`config.mk`:
```
export PLATFORM = sky130hd
export DESIGN_NAME = leaf_packet_tx
export DESIGN_NICKNAME = d
export VERILOG_FILES = /design/src/rtl/leaf_pkt_pkg.sv /design/src/rtl/leaf_credit_counter.sv /design/src/rtl/leaf_packet_tx.sv
export SDC_FILE = /design/constraint.sdc
export NUM_CORES = 1
export LEC_CHECK = 0
export BUFFER_PORTS_ARGS = -buffer_cell sky130_fd_sc_hd__buf_4
export CORE_MARGIN = 8
export CORE_UTILIZATION = 50
export CTS_CLUSTER_DIAMETER = 80
export DETAILED_ROUTE_END_ITERATION = 7
export GPL_ROUTABILITY_DRIVEN = 0
export PLACE_DENSITY = 0.86
export SYNTH_ARGS = -nofsm -noshare
export SYNTH_HDL_FRONTEND = slang
export SYNTH_SLANG_ARGS = --single-unit
```
`constraint.sdc`:
```
create_clock -name clk -period 8.93 [get_ports clk]
set_clock_uncertainty 0.1 [all_clocks]
set_input_delay 1.786 -clock clk [delete_from_list [all_inputs] [get_ports clk]]
set_output_delay 1.786 -clock clk [all_outputs]
set_load 0.05 [all_outputs]
```
`src/rtl/leaf_pkt_pkg.sv`:
```
// Shared definitions for the BFT leaf packet transmitter.
//   - Field offsets of the default 49-bit packet layout
//     ([48] valid, [47:43] leaf, [42:39] port, [38:32] addr, [31:0] payload)
//   - CTRL_PORT: port number that marks a credit-return packet
//   - state_t:   transmit FSM states
//   - packet_t:  packed view of a default-width packet
package leaf_pkt_pkg;

  localparam int PAYLOAD_LSB = 0;
  localparam int ADDR_LSB    = 32;
  localparam int PORT_LSB    = 39;
  localparam int LEAF_LSB    = 43;
  localparam int VALID_BIT   = 48;

  localparam int CTRL_PORT   = 0;

  // IDLE: output register empty; SEND: packet presented; HOLD: packet rejected
  typedef enum logic [1:0] {
    IDLE = 2'd0,
    SEND = 2'd1,
    HOLD = 2'd2
  } state_t;

  typedef struct packed {
    logic        valid;
    logic [4:0]  leaf;
    logic [3:0]  port;
    logic [6:0]  addr;
    logic [31:0] payload;
  } packet_t;

endpackage

```
`src/rtl/leaf_credit_counter.sv`:
```
// Credit counter for the leaf transmitter.
// Adds FREESPACE_UPDATE_SIZE on a credit return, subtracts one per transfer,
// and saturates at 2^NUM_ADDR_BITS (excess returned credit is dropped).
// Ports:
//   clk, reset : clock, synchronous active-high reset (credit -> max)
//   ret        : credit-return packet seen this cycle
//   take       : user word transferred this cycle (only when credit > 0)
//   credit     : current credit, NUM_ADDR_BITS+1 bits
module leaf_credit_counter #(
  parameter int NUM_ADDR_BITS         = 7,
  parameter int FREESPACE_UPDATE_SIZE = 64
) (
  input  logic                   clk,
  input  logic                   reset,
  input  logic                   ret,
  input  logic                   take,
  output logic [NUM_ADDR_BITS:0] credit
);

  localparam int CW = NUM_ADDR_BITS + 1;
  localparam logic [31:0] MAX = 32'(1) << NUM_ADDR_BITS;

  logic [31:0]   sum;
  logic [CW-1:0] credit_nxt;

  // 32-bit intermediate avoids overflow before the saturation compare.
  always_comb begin
    sum = 32'(credit) + (ret ? 32'(FREESPACE_UPDATE_SIZE) : 32'd0)
                      - (take ? 32'd1 : 32'd0);
    credit_nxt = (sum > MAX) ? CW'(MAX) : CW'(sum);
  end

  always_ff @(posedge clk) begin
    if (reset) credit <= CW'(MAX);
    else       credit <= credit_nxt;
  end

endmodule

```
`src/rtl/leaf_packet_tx.sv`:
```
// Leaf packet transmitter: wraps user words into BFT packets with
// credit-based flow control and resend (reject) handling.
// Optional macro LEAF_PACKET_TX_STATS_EN adds delivery/resend counters.
// Ports:
//   clk, reset                : clock, synchronous active-high reset
//   din_leaf_user2interface   : user data word
//   vld_user2interface        : user word valid
//   ack_interface2user        : word accepted this cycle (when vld is high)
//   dout_leaf_interface2bft   : packet to the BFT (0 when nothing presented)
//   din_leaf_bft2interface    : packets from the BFT; port 0 = credit return
//   resend                    : BFT rejects this cycle's packet
//   pkt_sent_cnt, resend_cnt  : (stats build only) delivered / rejected counts
module leaf_packet_tx
  import leaf_pkt_pkg::*;
#(
  parameter int PACKET_BITS           = 49,
  parameter int PAYLOAD_BITS          = 32,
  parameter int NUM_LEAF_BITS         = 5,
  parameter int NUM_PORT_BITS         = 4,
  parameter int NUM_ADDR_BITS         = 7,
  parameter int DEST_LEAF             = 0,
  parameter int DEST_PORT             = 1,
  parameter int FREESPACE_UPDATE_SIZE = 64
) (
  input  logic                    clk,
  input  logic                    reset,
  input  logic [PAYLOAD_BITS-1:0] din_leaf_user2interface,
  input  logic                    vld_user2interface,
  output logic                    ack_interface2user,
  output logic [PACKET_BITS-1:0]  dout_leaf_interface2bft,
  input  logic [PACKET_BITS-1:0]  din_leaf_bft2interface,
  input  logic                    resend
`ifdef LEAF_PACKET_TX_STATS_EN
  ,
  output logic [31:0]             pkt_sent_cnt,
  output logic [31:0]             resend_cnt
`endif
);

  localparam int VLD_POS  = PACKET_BITS - 1;
  localparam int PORT_POS = PAYLOAD_BITS + NUM_ADDR_BITS;

  state_t                   state, state_nxt;
  logic [PACKET_BITS-1:0]   pkt_q;
  logic [NUM_ADDR_BITS-1:0] wr_ptr;
  logic [NUM_ADDR_BITS:0]   credit;
  logic                     started;
  logic                     xfer, delivered, credit_ret;

  // Only valid and port are needed from incoming packets.
  logic unused_din_bits;
  assign unused_din_bits = ^din_leaf_bft2interface;

  assign credit_ret = din_leaf_bft2interface[VLD_POS] &&
    (din_leaf_bft2interface[PORT_POS +: NUM_PORT_BITS] == NUM_PORT_BITS'(CTRL_PORT));

  always_comb begin
    state_nxt = state;
    delivered = (state == SEND) && !resend;
    // started keeps ack low in the first cycle after reset release.
    ack_interface2user = started && (credit != '0) &&
                         ((state == IDLE) || delivered);
    xfer = vld_user2interface && ack_interface2user;
    dout_leaf_interface2bft = delivered ? pkt_q : '0;
    case (state)
      IDLE:    if (xfer) state_nxt = SEND;
      SEND:    if (resend) state_nxt = HOLD;
               else if (!xfer) state_nxt = IDLE;
      HOLD:    if (!resend) state_nxt = SEND;
      default: state_nxt = IDLE;
    endcase
  end

  always_ff @(posedge clk) begin
    if (reset) begin
      state   <= IDLE;
      pkt_q   <= '0;
      wr_ptr  <= '0;
      started <= 1'b0;
    end else begin
      state   <= state_nxt;
      started <= 1'b1;
      if (xfer) begin
        pkt_q  <= {1'b1, NUM_LEAF_BITS'(DEST_LEAF), NUM_PORT_BITS'(DEST_PORT),
                   wr_ptr, din_leaf_user2interface};
        wr_ptr <= wr_ptr + 1'b1;
      end
    end
  end

  leaf_credit_counter #(
    .NUM_ADDR_BITS        (NUM_ADDR_BITS),
    .FREESPACE_UPDATE_SIZE(FREESPACE_UPDATE_SIZE)
  ) u_credit (
    .clk   (clk),
    .reset (reset),
    .ret   (credit_ret),
    .take  (xfer),
    .credit(credit)
  );

`ifdef LEAF_PACKET_TX_STATS_EN
  always_ff @(posedge clk) begin
    if (reset) begin
      pkt_sent_cnt <= '0;
      resend_cnt   <= '0;
    end else begin
      if (delivered)                 pkt_sent_cnt <= pkt_sent_cnt + 1'b1;
      if ((state == SEND) && resend) resend_cnt   <= resend_cnt + 1'b1;
    end
  end
`endif

endmodule

```
* After elaboration in Yosys (flattened, before gate mapping) *
Index checks and enable logic that the tools add are counted.

cells by class
  $add $sub $neg = 3
  order comparisons = 1
  eq/ne operators = 5
  muxes and demuxes = 9
  reduce and logical (&&, ||, !) cells = 12

operators with widths
  cell                 number
  $mux 49              1
  $add 8x32->32        1
  $gt 32x8->1 const B  1
  $sub 32x32->32       1
  $mux 2               4
  $reduce_bool 8->1    1
  $add 7x1->7 const B  1
  $mux 7               1
  $pmux 2 s3           1
  $logic_and 1x1->1    5
  $logic_not 4->1      1
  $ne 3x3->1 const B   1
  $reduce_and 3->1     1
  $eq 2x1->1 const B   1
  $eq 2x2->1 const B   1
  $logic_not 2->1      1
  $mux 1               2
  $ne 2x1->1 const B   1
  $ne 2x2->1 const B   1
  $reduce_or 2->1      1
  $logic_not 1->1      1
  $logic_or 1x1->1     1

storage, ports and cells
  flip-flop bits (word level) = 58
  input bits = 85
  word-level logic and storage cells = 35

* Longest topological paths before layout *
Gate-level depths: netlist of the first run.

  depth after elaboration = 9
  gate-level depth with buffers = 20

* Modules after synthesis *
Synthesis of the first run repeated with hierarchy kept, for this count alone.

unflattened totals
  cell total of the unflattened synthesis = 369
  area, all modules = 3,076.7 µm²

by module, submodules not included
  module               instances  cells each  area each (µm²)  seq. area each (µm²)
  leaf_packet_tx       1          292         2,364.8          1,001.0
  leaf_credit_counter  1          77          711.9            160.2

* Worst setup path before layout of the first run *
Ideal clock, no wire load.

  path type = input to output
  start = in resend
  end = out dout_leaf_interface2bft[48]
  data arrival time = 3.073 ns
  data required time = 7.044 ns
  slack = 3.971 ns
  stages = 4
  buffers on the path = 2
  cell sequence = nor3b_1 clkbuf_1 and2_1 buf_4

between the ends
  cells in the longest elaborated chain, start to end = 3

ends and longest elaborated chain
  what               RTL line              source
  from (decl)        leaf_packet_tx.sv:32  input logic resend
  $logic_not 1->1    --
  $logic_and 1x1->1  leaf_packet_tx.sv:59  delivered = (state == SEND) && !resend;
  $mux 49            leaf_packet_tx.sv:64  dout_leaf_interface2bft = delivered ? pkt_q : '0;
  to (decl)          leaf_packet_tx.sv:30  output logic [PACKET_BITS-1:0] dout_leaf_interface2bft,

Every way passes these cells.

* Worst setup path after layout of the first run *
  start = in resend
  end = reg u_credit.credit[7]

between the ends
  cells in the longest elaborated chain, start to end = 9

ends and longest elaborated chain
  what                              RTL line                   source
  $logic_not 1->1 *                 --
  $logic_and 1x1->1 *               leaf_packet_tx.sv:59
  $logic_or 1x1->1 *                leaf_packet_tx.sv:62       ((state == IDLE) || delivered);
  $logic_and 1x1->1 *               leaf_packet_tx.sv:61       ack_interface2user = started && (credit != '0) &&
  $logic_and 1x1->1 *               leaf_packet_tx.sv:63       xfer = vld_user2interface && ack_interface2user;
  $mux 1 *                          leaf_credit_counter.sv:29  - (take ? 32'd1 : 32'd0);
  $sub 32x32->32 *                  leaf_credit_counter.sv:29
  $gt 32x8->1                       leaf_credit_counter.sv:30  credit_nxt = (sum > MAX) ? CW'(MAX) : CW'(sum);
  $reduce_or 2->1 (no source line)  --
  to (signal assigned)              leaf_credit_counter.sv:34  if (reset) credit <= CW'(MAX);
  to (signal assigned)              leaf_credit_counter.sv:35  else credit <= credit_nxt;
  to (decl)                         leaf_credit_counter.sv:17  output logic [NUM_ADDR_BITS:0] credit

Mark *: on every way between the ends. The rest lies on a longest branch, timed or not.
A chain may end at the register's enable or synchronous reset.

==> results of run 1 <==
[cell type report]
type	count	area [um^2]	area share [%]
clock buffer	11	141	3.92
clock inverter	5	77.6	2.15
inverter	17	63.8	1.77
multi-input combinational	257	1450	40.2
sequential	58	1160	32.2
tap	72	90.1	2.50
timing repair buffer	83	623	17.3
[power breakdown]
| part | leakage [uW] | switching (uW) | total, uW | internal [uW] |
|---|---|---|---|---|
| clock network | 0.000109 | 101 | 265 | 164 |
| logic | 0.00102 | 180 | 296 | 116 |
| registers | 0.000472 | 12.7 | 296 | 283 |
[routing by layer]
metal / share of wire (%) / up-vias / routed length, um / GRT usage [%]
met3: 7.9 / 7 / 517 / 6.32
li1: - / 1277 / - / -
met5: 0 / - / 0 / 0
met2: 46 / 76 / 2990 / 25.9
met1: 45 / 1137 / 2950 / 18.1
met4: 1.3 / 0 / 85 / 7.23
[worst max-delay path, stage by stage]
cell and delay (ns):
buf_4 0.12, nand2_1 0.06, o211a_1 0.19, nand2_2 0.47, inv_2 0.82, ha_1 0.28
inv_1 0.05, ha_1 0.20, a21oi_1 0.26, nor4b_2 0.11, o311ai_0 0.35, and2_1 0.19
ha_1 0.12, nand2_1 0.04, a311o_1 0.38, or2_2 0.30
[stage by stage]
stage,std cells,util (%)
after global placement,487,61.9
after detailed placement,487,61.9
after floorplan,359,-
final,503,65.9
after CTS,503,65.9
after global routing,503,65.9
[cell usage in the layout, fill, tap and decap left out, drive strengths merged, types with 2 or more instances in the layout]
| cell | Yosys | routed |
|---|---|---|
| dfxtp | 58 | 58 |
| nor3 | 4 | 4 |
| nor2b | 2 | 2 |
| xnor2 | 4 | 4 |
| nor4 | 3 | 3 |
| bufinv | 0 | 2 |
| nand4 | 3 | 3 |
| clkbuf | 9 | 11 |
| and2 | 41 | 41 |
| nor2 | 13 | 13 |
| and3 | 2 | 2 |
| inv | 17 | 17 |
| xor2 | 6 | 6 |
| nand2b | 2 | 2 |
| a21oi | 46 | 46 |
| ha | 15 | 15 |
| nand2 | 88 | 88 |
| buf | 18 | 83 |
| a211oi | 2 | 2 |
| conb | 1 | 8 |
| clkinv | 0 | 2 |
[registers in the layout, summed over array words and instances (netlist names)]
| register | count |
|---|---|
| started | 1 |
| wr_ptr | 7 |
| u_credit.credit | 8 |
| pkt_q | 40 |
| state | 2 |
[cell families (layout without fill, tap and decap cells)]
family	count (synthesis)	in the layout	share of synthesized area, %
adders and majority gates	16	16	7.41
buffers and inverters	44	116	7.95
xor gates and xnor gates	10	10	3.13
and+or+nand+nor	165	165	28.3
other	1	8	0.134
DFF	58	58	41.4
AOI/OAI and AO/OA	58	58	11.7
[how the worst min path moves through the flow]
stage / slack (ns) / to / start
2_1_floorplan: 0.33 / pkt_q[39]$_SDFFE_PP0P_ / pkt_q[39]$_SDFFE_PP0P_
3_5_place_dp: 0.34 / pkt_q[36]$_SDFFE_PP0P_ / pkt_q[36]$_SDFFE_PP0P_
3_3_place_gp: 0.34 / pkt_q[7]$_SDFFE_PP0P_ / pkt_q[7]$_SDFFE_PP0P_
6_report: 0.35 / pkt_q[17]$_SDFFE_PP0P_ / pkt_q[17]$_SDFFE_PP0P_
4_1_cts: 0.35 / pkt_q[36]$_SDFFE_PP0P_ / pkt_q[36]$_SDFFE_PP0P_
5_1_grt: 0.36 / pkt_q[35]$_SDFFE_PP0P_ / pkt_q[35]$_SDFFE_PP0P_
==> results.cfg, run 1 <==
[outcome]
status = finished, final reports clean

[setup_path]
reg2reg_to = u_credit.credit[7]$_SDFF_PP1_
reg2regPathDepth = 18
crit_path_start_kind = primary input
critPathArrivalTime_ns = 5.73
reg2reg_from = u_credit.credit[2]$_SDFF_PP0_
startpoint = resend
critical_path_class = primary input to flop
path_max_fanout = 48
endpoint = u_credit.credit[7]$_SDFF_PP1_
reg2reg_slack_ns = 3.84
endpoint_kind = flop
required_ns = 9.04

[sta]
grt_setup_unrepaired = no
period_share_pct = 62.9
max_freq_mhz = 178
slew_violations = 0
timing.hold.ws_ns = 0.349
worst_slew_pin_slew_ns = 0.806
fin_crit_ns = 5.62
tns_ns = 0
hold_viol_final = 0
setup_slack_ns = 3.31
setup_violations = 0
relSlewSlack_pct = 46.0

[drt]
drc_errors = 0
drt-initial-drc-count = 103
drt_pass1_iterations = 4
via_per_inst = 4.96
routed_wl_mm = 6.55
final_antenna_net_count = 0
num_vias = 2497
wl_per_cell_um = 13.0

[cts]
clk_pin_slew_ns = 0.06
cts_root_buffer = clkbuf_8
clockBufferDepth = 2
htreeDepth = 3
clk_latency_ns = 0.33
cts.hold.buffers_added = 0
ctsResizeCount = 0
cts_tree = yes
post_cts_buffers = 0
clkSinkCount = 58
numCtsBuffers = 9

[placement]
portBuffers = 82
place_area_mm2 = 0.00339
post-place-ws_ns = 2.95
hpwl_mm = 4.62

[pwr]
power_uw = 857
p_per_area_mw_per_mm2 = 238
power.leakage_uw = 0.00160
ir_worst_vdd_mv = 0.195

[synthesis]
yosys_warnings = 0
syn_inst = 352
netlist_area_mm2 = 0.00280
yosys_most_used_dff = dfxtp_1
synth.most_common_cell = nand2_1
netlist_top_cells_area = dfxtp_1 41%, nand2_1 12%, and2_1 9.2%, a21oi_1 8.2%, ha_1 6.7%
yosysUniqueCellTypes = 41
synth_edf_count = 0
syn_area_per_cell_um2 = 7.96
synth_top_area_share_pct = 41.4
synth_common_cells = 87 x nand2_1, 58 x dfxtp_1, 46 x a21oi_1
async_reset_ff_share_pct = 0
ys_ff_latch = 58
synth.yosys.seq_area_share_pct = 41.4
synth_area_leader_cell = dfxtp_1

[finish]
nets = 527
drive_above_1_share_pct = 23.9
nFillCells = 435
fin_area_mm2 = 0.00361
diodes = 0
area_growth_pct = 28.7

[floorplanning]
core-area_mm2 = 0.00547
pin_count = 135
die_w_um = 90.9
initial_utilization_pct = 51.2
fp.dieH_um = 90.9
die_area_mm2 = 0.00825
num_rows = 27

[grt]
antenna_found_initial = 0
grt_use_total_pct = 16.0
grt_overflow = 0
grt_max_degree = 51
grt_pass1_vias = 2361
grt_pass1_wl_mm = 10.9

[run]
maxCapViolations = 0

[min_path]
hold_class = flop to flop
worstHoldPathCells = 2
(Power assumes the default switching activity.)
==> run 2, diff against run 1 <==
Settings changed: CORE_UTILIZATION 50 to 42, PLACE_DENSITY 0.86 to 0.77.
Clock period 8.93 ns to 4.6 ns, I/O delays scaled along.
==> run 2 against run 1 <==
Global-route usage shrank 2.4 points; die area grew 16%; register-to-register slack lost 3.1 ns; combinational power grew 92%; hold slack lost 0.0013 ns; first-iteration DRC count grew 4.9%; sequential share of layout area is the same.
==> results.cfg, run 2 (synthesized netlist as in run 1, its figures left out) <==
[sta]
setup_violations = 0
period_share_pct = 84.5
worst_slew_pin_slew_ns = 0.620
fin_crit_ns = 3.89
relSlewSlack_pct = 58.5
tns_ns = 0
max_freq_mhz = 257
grt_setup_unrepaired = no
slew_violations = 0
hold_viol_final = 0

[finish]
top_register = pkt_q
postLayoutCoreUtil_pct = 56.5
diodes = 0
drive_above_1_share_pct = 23.8
largestRegisters = pkt_q x40, u_credit.credit x8, wr_ptr x7
nets = 529
mostFrequentLayoutCells = 87 x nand2_1, 85 x buf_4, 58 x dfxtp_1
final_common_cell = nand2_1
area_growth_pct = 28.7
largest_register_ffs = 40

[drt]
wl_per_cell_um = 12.9
via_per_inst = 4.79
drc_errors = 0
routed_wl_mm = 6.55
drt-initial-drc-count = 108
final_antenna_net_count = 0
drt_pass1_iterations = 4
num_vias = 2445

[setup_path]
required_ns = 4.71
crit_path_start_kind = flop
path_max_fanout = 8
endpoint_kind = flop
path_common_cell = ha_1
critical_path_buf_inv_count = 3
critPathArrivalTime_ns = 4.00
cp_slowest_stage_delay_ns = 0.44
slowest_stage = or4b_1
critical_path_class = flop to flop
crit_chain = inv_1 -> ha_1 -> or4b_1 -> o211a_1 -> nand2_2 -> inv_2 -> ha_1 -> inv_1 -> ha_1 -> a21oi_1 -> nor4b_2 -> o311ai_0 -> and2_1 -> ha_1 -> nor2_1 -> nand2_1 -> a311o_1 -> or2_2
crit_family = simple AND/OR/NAND/NOR gates

[pwr]
p_per_area_mw_per_mm2 = 446
ir_worst_vdd_mv = 0.286
power.leakage_uw = 0.00160

[grt]
antenna_found_initial = 0
grt_pass1_vias = 2434
grt_pass1_wl_mm = 11.0
grt_overflow = 0
grt_use_total_pct = 13.6
grt_max_degree = 51

[floorplanning]
fp.dieH_um = 97.7
core-area_mm2 = 0.00639
die_w_um = 97.7
die_area_mm2 = 0.00954
pin_count = 135
num_rows = 29
initial_utilization_pct = 43.9

[cts]
cts.hold.buffers_added = 0
htreeDepth = 3
ctsResizeCount = 0
clk_pin_slew_ns = 0.06
post_cts_buffers = 0
numCtsBuffers = 9
clkSinkCount = 58
cts_tree = yes
clk_latency_ns = 0.33
clockBufferDepth = 2
cts_root_buffer = clkbuf_8

[min_path]
hold_class = flop to flop

[run]
maxCapViolations = 0

[placement]
portBuffers = 82
hpwl_mm = 4.75

[outcome]
status = finished, final reports clean
==> run 2: changes by cell type in the layout (fill, tap and decap cells not counted) <==
| cell | before | now |
|---|---|---|
| bufinv_16 | 2 | 1 |
| clkbuf_8 | 10 | 11 |
| clkinv_2 | 2 | 1 |
| buf_4 | 83 | 85 |
| clkbuf_1 | 1 | 3 |
| clkinvlp_4 | 1 | 0 |
==> run 2: worst min-delay path, cell delays in order, from the launching register on <==
cell	delay, ns
dfxtp_1	0.30
nand2_1	0.05
a21oi_1	0.05
==> run 2: where the power goes <==
group | internal (uW) | switching (uW)
Sequential | 550 | 25.2
Clock | 280 | 187
Combinational | 229 | 339
Total | 1060 | 551
==> run 2: per-layer routing <==
metal | vias to the layer above | wire length [um] | global-route usage (%)
li1 | 1273 | - | -
met1 | 1103 | 2890 | 15.3
met2 | 63 | 3170 | 22.7
met3 | 6 | 452 | 5.90
met4 | 0 | 47 | 3.96
met5 | - | 0 | 0
==> run 2: worst paths after layout <==
path                            startpoint                             to  slack [ns]  cells past startpoint
max          u_credit.credit[2]$_SDFF_PP0_  u_credit.credit[7]$_SDFF_PP1_        0.71                     18
min                 pkt_q[11]$_SDFFE_PP0P_         pkt_q[11]$_SDFFE_PP0P_        0.35                      2
max reg2reg  u_credit.credit[2]$_SDFF_PP0_  u_credit.credit[7]$_SDFF_PP1_        0.71                     18
min reg2reg         pkt_q[11]$_SDFFE_PP0P_         pkt_q[11]$_SDFFE_PP0P_        0.35                      2
==> run 2: cell type report <==
cell class	instances	area [um^2]
Clock buffer	14	163
Sequential cell	58	1160
Timing Repair Buffer	85	638
Inverter	17	63.8
Clock inverter	2	35.0
Multi-Input combinational cell	257	1450
Tap cell	77	96.3
Fill cell	601	2780
==> run 2: per-stage QoR <==
stage / setup slack (ns) / cells / hold slack (ns) / instance area (um^2) / power [uW]
2_1_floorplan: 0.552 / 359 / 0.331 / 2830 / 1030
3_3_place_gp: 0.798 / 494 / 0.337 / 3410 / 1140
3_5_place_dp: 0.712 / 494 / 0.342 / 3410 / 1150
4_1_cts: 0.719 / 510 / 0.351 / 3610 / 1630
5_1_grt: 0.478 / 510 / 0.367 / 3610 / 1720
6_report: 0.714 / 510 / 0.348 / 3610 / 1610
==> run 3, diff against run 2 <==
Clock period 4.6 ns to 3.1 ns, I/O delays scaled along.
==> run 3 against run 2 <==
The flow now finishes with violations (setup timing); sequential cell count stayed put; combinational power is 140% higher; global-route usage is 1.5 points higher; sequential share of layout area is 2.9 points lower; clock power is 52% higher; critical path type unchanged; highest routed layer unchanged.
==> results.cfg, run 3 (synthesized netlist as in run 1, its figures left out) <==
[setup_path]
path_max_fanout = 8
critPathArrivalTime_ns = 3.67
reg2regPathDepth = 17
reg2reg_from = u_credit.credit[3]$_SDFF_PP0_
required_ns = 3.21
endpoint_kind = flop
critical_path_class = flop to flop
endpoint = u_credit.credit[1]$_SDFF_PP0_
reg2reg_slack_ns = -0.45
reg2reg_to = u_credit.credit[1]$_SDFF_PP0_
crit_path_start_kind = flop
startpoint = u_credit.credit[3]$_SDFF_PP0_

[pwr]
power.leakage_uw = 0.00177
pwr-share-comb_pct = 46.4
p_clk_share_pct = 24.3
internal_power_uw = 1900
switchingPower_uw = 1020
p_per_area_mw_per_mm2 = 735
p_seq_share_pct = 29.3
power_uw = 2920
ir_worst_vdd_mv = 0.566
switching_share_pct = 35.0

[placement]
place_area_mm2 = 0.00359
portBuffers = 82
hpwl_mm = 5.11

[floorplanning]
core-area_mm2 = 0.00639
die_w_um = 97.7
fp.dieH_um = 97.7
pin_count = 135
initial_utilization_pct = 43.9
die_area_mm2 = 0.00954
num_rows = 29

[drt]
drt-initial-drc-count = 80
drt_pass1_iterations = 4
via_per_inst = 4.85
routed_wl_mm = 7.25
final_antenna_net_count = 0
num_vias = 2607
drc_errors = 0
wl_per_cell_um = 13.5

[sta]
slew_violations = 0
max_freq_mhz = 281
grt_setup_unrepaired = yes
setup_violations = 8
worst_slew_pin_slew_ns = 0.529
setup_slack_ns = -0.453
period_share_pct = 115
fin_crit_ns = 3.55
hold_viol_final = 0
relSlewSlack_pct = 64.6

[cts]
cts.hold.buffers_added = 0
numCtsBuffers = 9
clockBufferDepth = 2
clk_pin_slew_ns = 0.06
htreeDepth = 3
cts_root_buffer = clkbuf_8
cts_tree = yes
clkSinkCount = 58
clk_latency_ns = 0.33

[grt]
grt_pass1_wl_mm = 12.1
grt_max_degree = 51
grt_pass1_vias = 2570
antenna_found_initial = 0
grt_use_total_pct = 15.1
grt_overflow = 0

[finish]
postLayoutCoreUtil_pct = 62.2
drive_above_1_share_pct = 33.7
nets = 557
nFillCells = 569
area_growth_pct = 41.8
final_common_cell = buf_4
diodes = 0
largest_register_ffs = 40
multi_input_area_mm2 = 0.00159
fin_area_mm2 = 0.00397
final-seq-area_mm2 = 0.00116
mostFrequentLayoutCells = 113 x buf_4, 86 x nand2_1, 56 x dfxtp_1
largestRegisters = pkt_q x40, u_credit.credit x8, wr_ptr x7
top_register = pkt_q

[outcome]
violations = setup timing
status = finished with violations

[run]
maxCapViolations = 0

[min_path]
hold_class = flop to flop
-- run 3: cell types whose count changed in the layout (fill, tap and decap cells not counted), sizes merged --
| cell | delta |
|---|---|
| buf | +28 |
| clkbuf | -1 |
-- run 3: power groups by stage --
stage / clock network (uW) / registers (uW) / logic, uW
6_report: 709 / 855 / 1360
5_1_grt: 765 / 864 / 1470
4_1_cts: 730 / 854 / 1260
3_5_place_dp: 0 / 870 / 1030
3_3_place_gp: 0 / 866 / 990
2_1_floorplan: 0 / 863 / 728
-- run 3: routing by layer --
| metal | vias up | GRT usage (%) | part of all wire (%) |
|---|---|---|---|
| met5 | - | 0 | 0 |
| met4 | 0 | 4.55 | 1.0 |
| met3 | 8 | 5.97 | 7.3 |
| met2 | 82 | 25.5 | 49 |
| met1 | 1188 | 17.0 | 43 |
| li1 | 1329 | - | - |
-- run 3: area by class of cell --
class	instances	share of cell area [%]
inverters	17	1.73
clock inverters	2	0.882
clock buffers	13	4.25
well taps	77	2.43
flip-flops and latches	58	29.3
multi-input cells	257	40.1
repair buffers	113	21.4
-- run 3: critical path: stages, from the launching register on --
cell and delay [ns]:
dfxtp_2 0.32, inv_2 0.07, ha_4 0.12, or4b_4 0.46, o211a_4 0.27, nand2_4 0.08, inv_4 0.04, ha_4 0.15
inv_4 0.05, ha_4 0.13, a21oi_4 0.06, nor4b_4 0.34, o311ai_2 0.13, and2_4 0.17, ha_4 0.26, nand2_2 0.04
a311o_2 0.38, a211oi_1 0.27
-- run 3: per-stage QoR --
step,worst slack (ns),hold WS [ns],setup TNS [ns],instances
2_1_floorplan,-0.799,0.332,-5.40,359
3_3_place_gp,-0.609,0.337,-4.22,511
3_5_place_dp,-0.708,0.342,-5.02,511
4_1_cts,-0.409,0.351,-2.93,533
5_1_grt,-0.540,0.373,-4.11,537
6_report,-0.453,0.349,-3.27,537
-- run 3: worst min-delay path by stage --
stage | cells past startpoint | from | slack [ns] | endpoint
floorplan | 2 | pkt_q[39]$_SDFFE_PP0P_ | 0.33 | pkt_q[39]$_SDFFE_PP0P_
global placement | 2 | pkt_q[28]$_SDFFE_PP0P_ | 0.34 | pkt_q[28]$_SDFFE_PP0P_
detailed placement | 2 | pkt_q[1]$_SDFFE_PP0P_ | 0.34 | pkt_q[1]$_SDFFE_PP0P_
CTS | 2 | pkt_q[1]$_SDFFE_PP0P_ | 0.35 | pkt_q[1]$_SDFFE_PP0P_
global route | 2 | pkt_q[15]$_SDFFE_PP0P_ | 0.37 | pkt_q[15]$_SDFFE_PP0P_
finish | 2 | pkt_q[21]$_SDFFE_PP0P_ | 0.35 | pkt_q[21]$_SDFFE_PP0P_
-- run 3: what timing repair did --
action	in CTS	in global routing
resized for setup	14	6
setup buffers	7	4
setup endpoints to repair	8	8
pin swaps	9	1
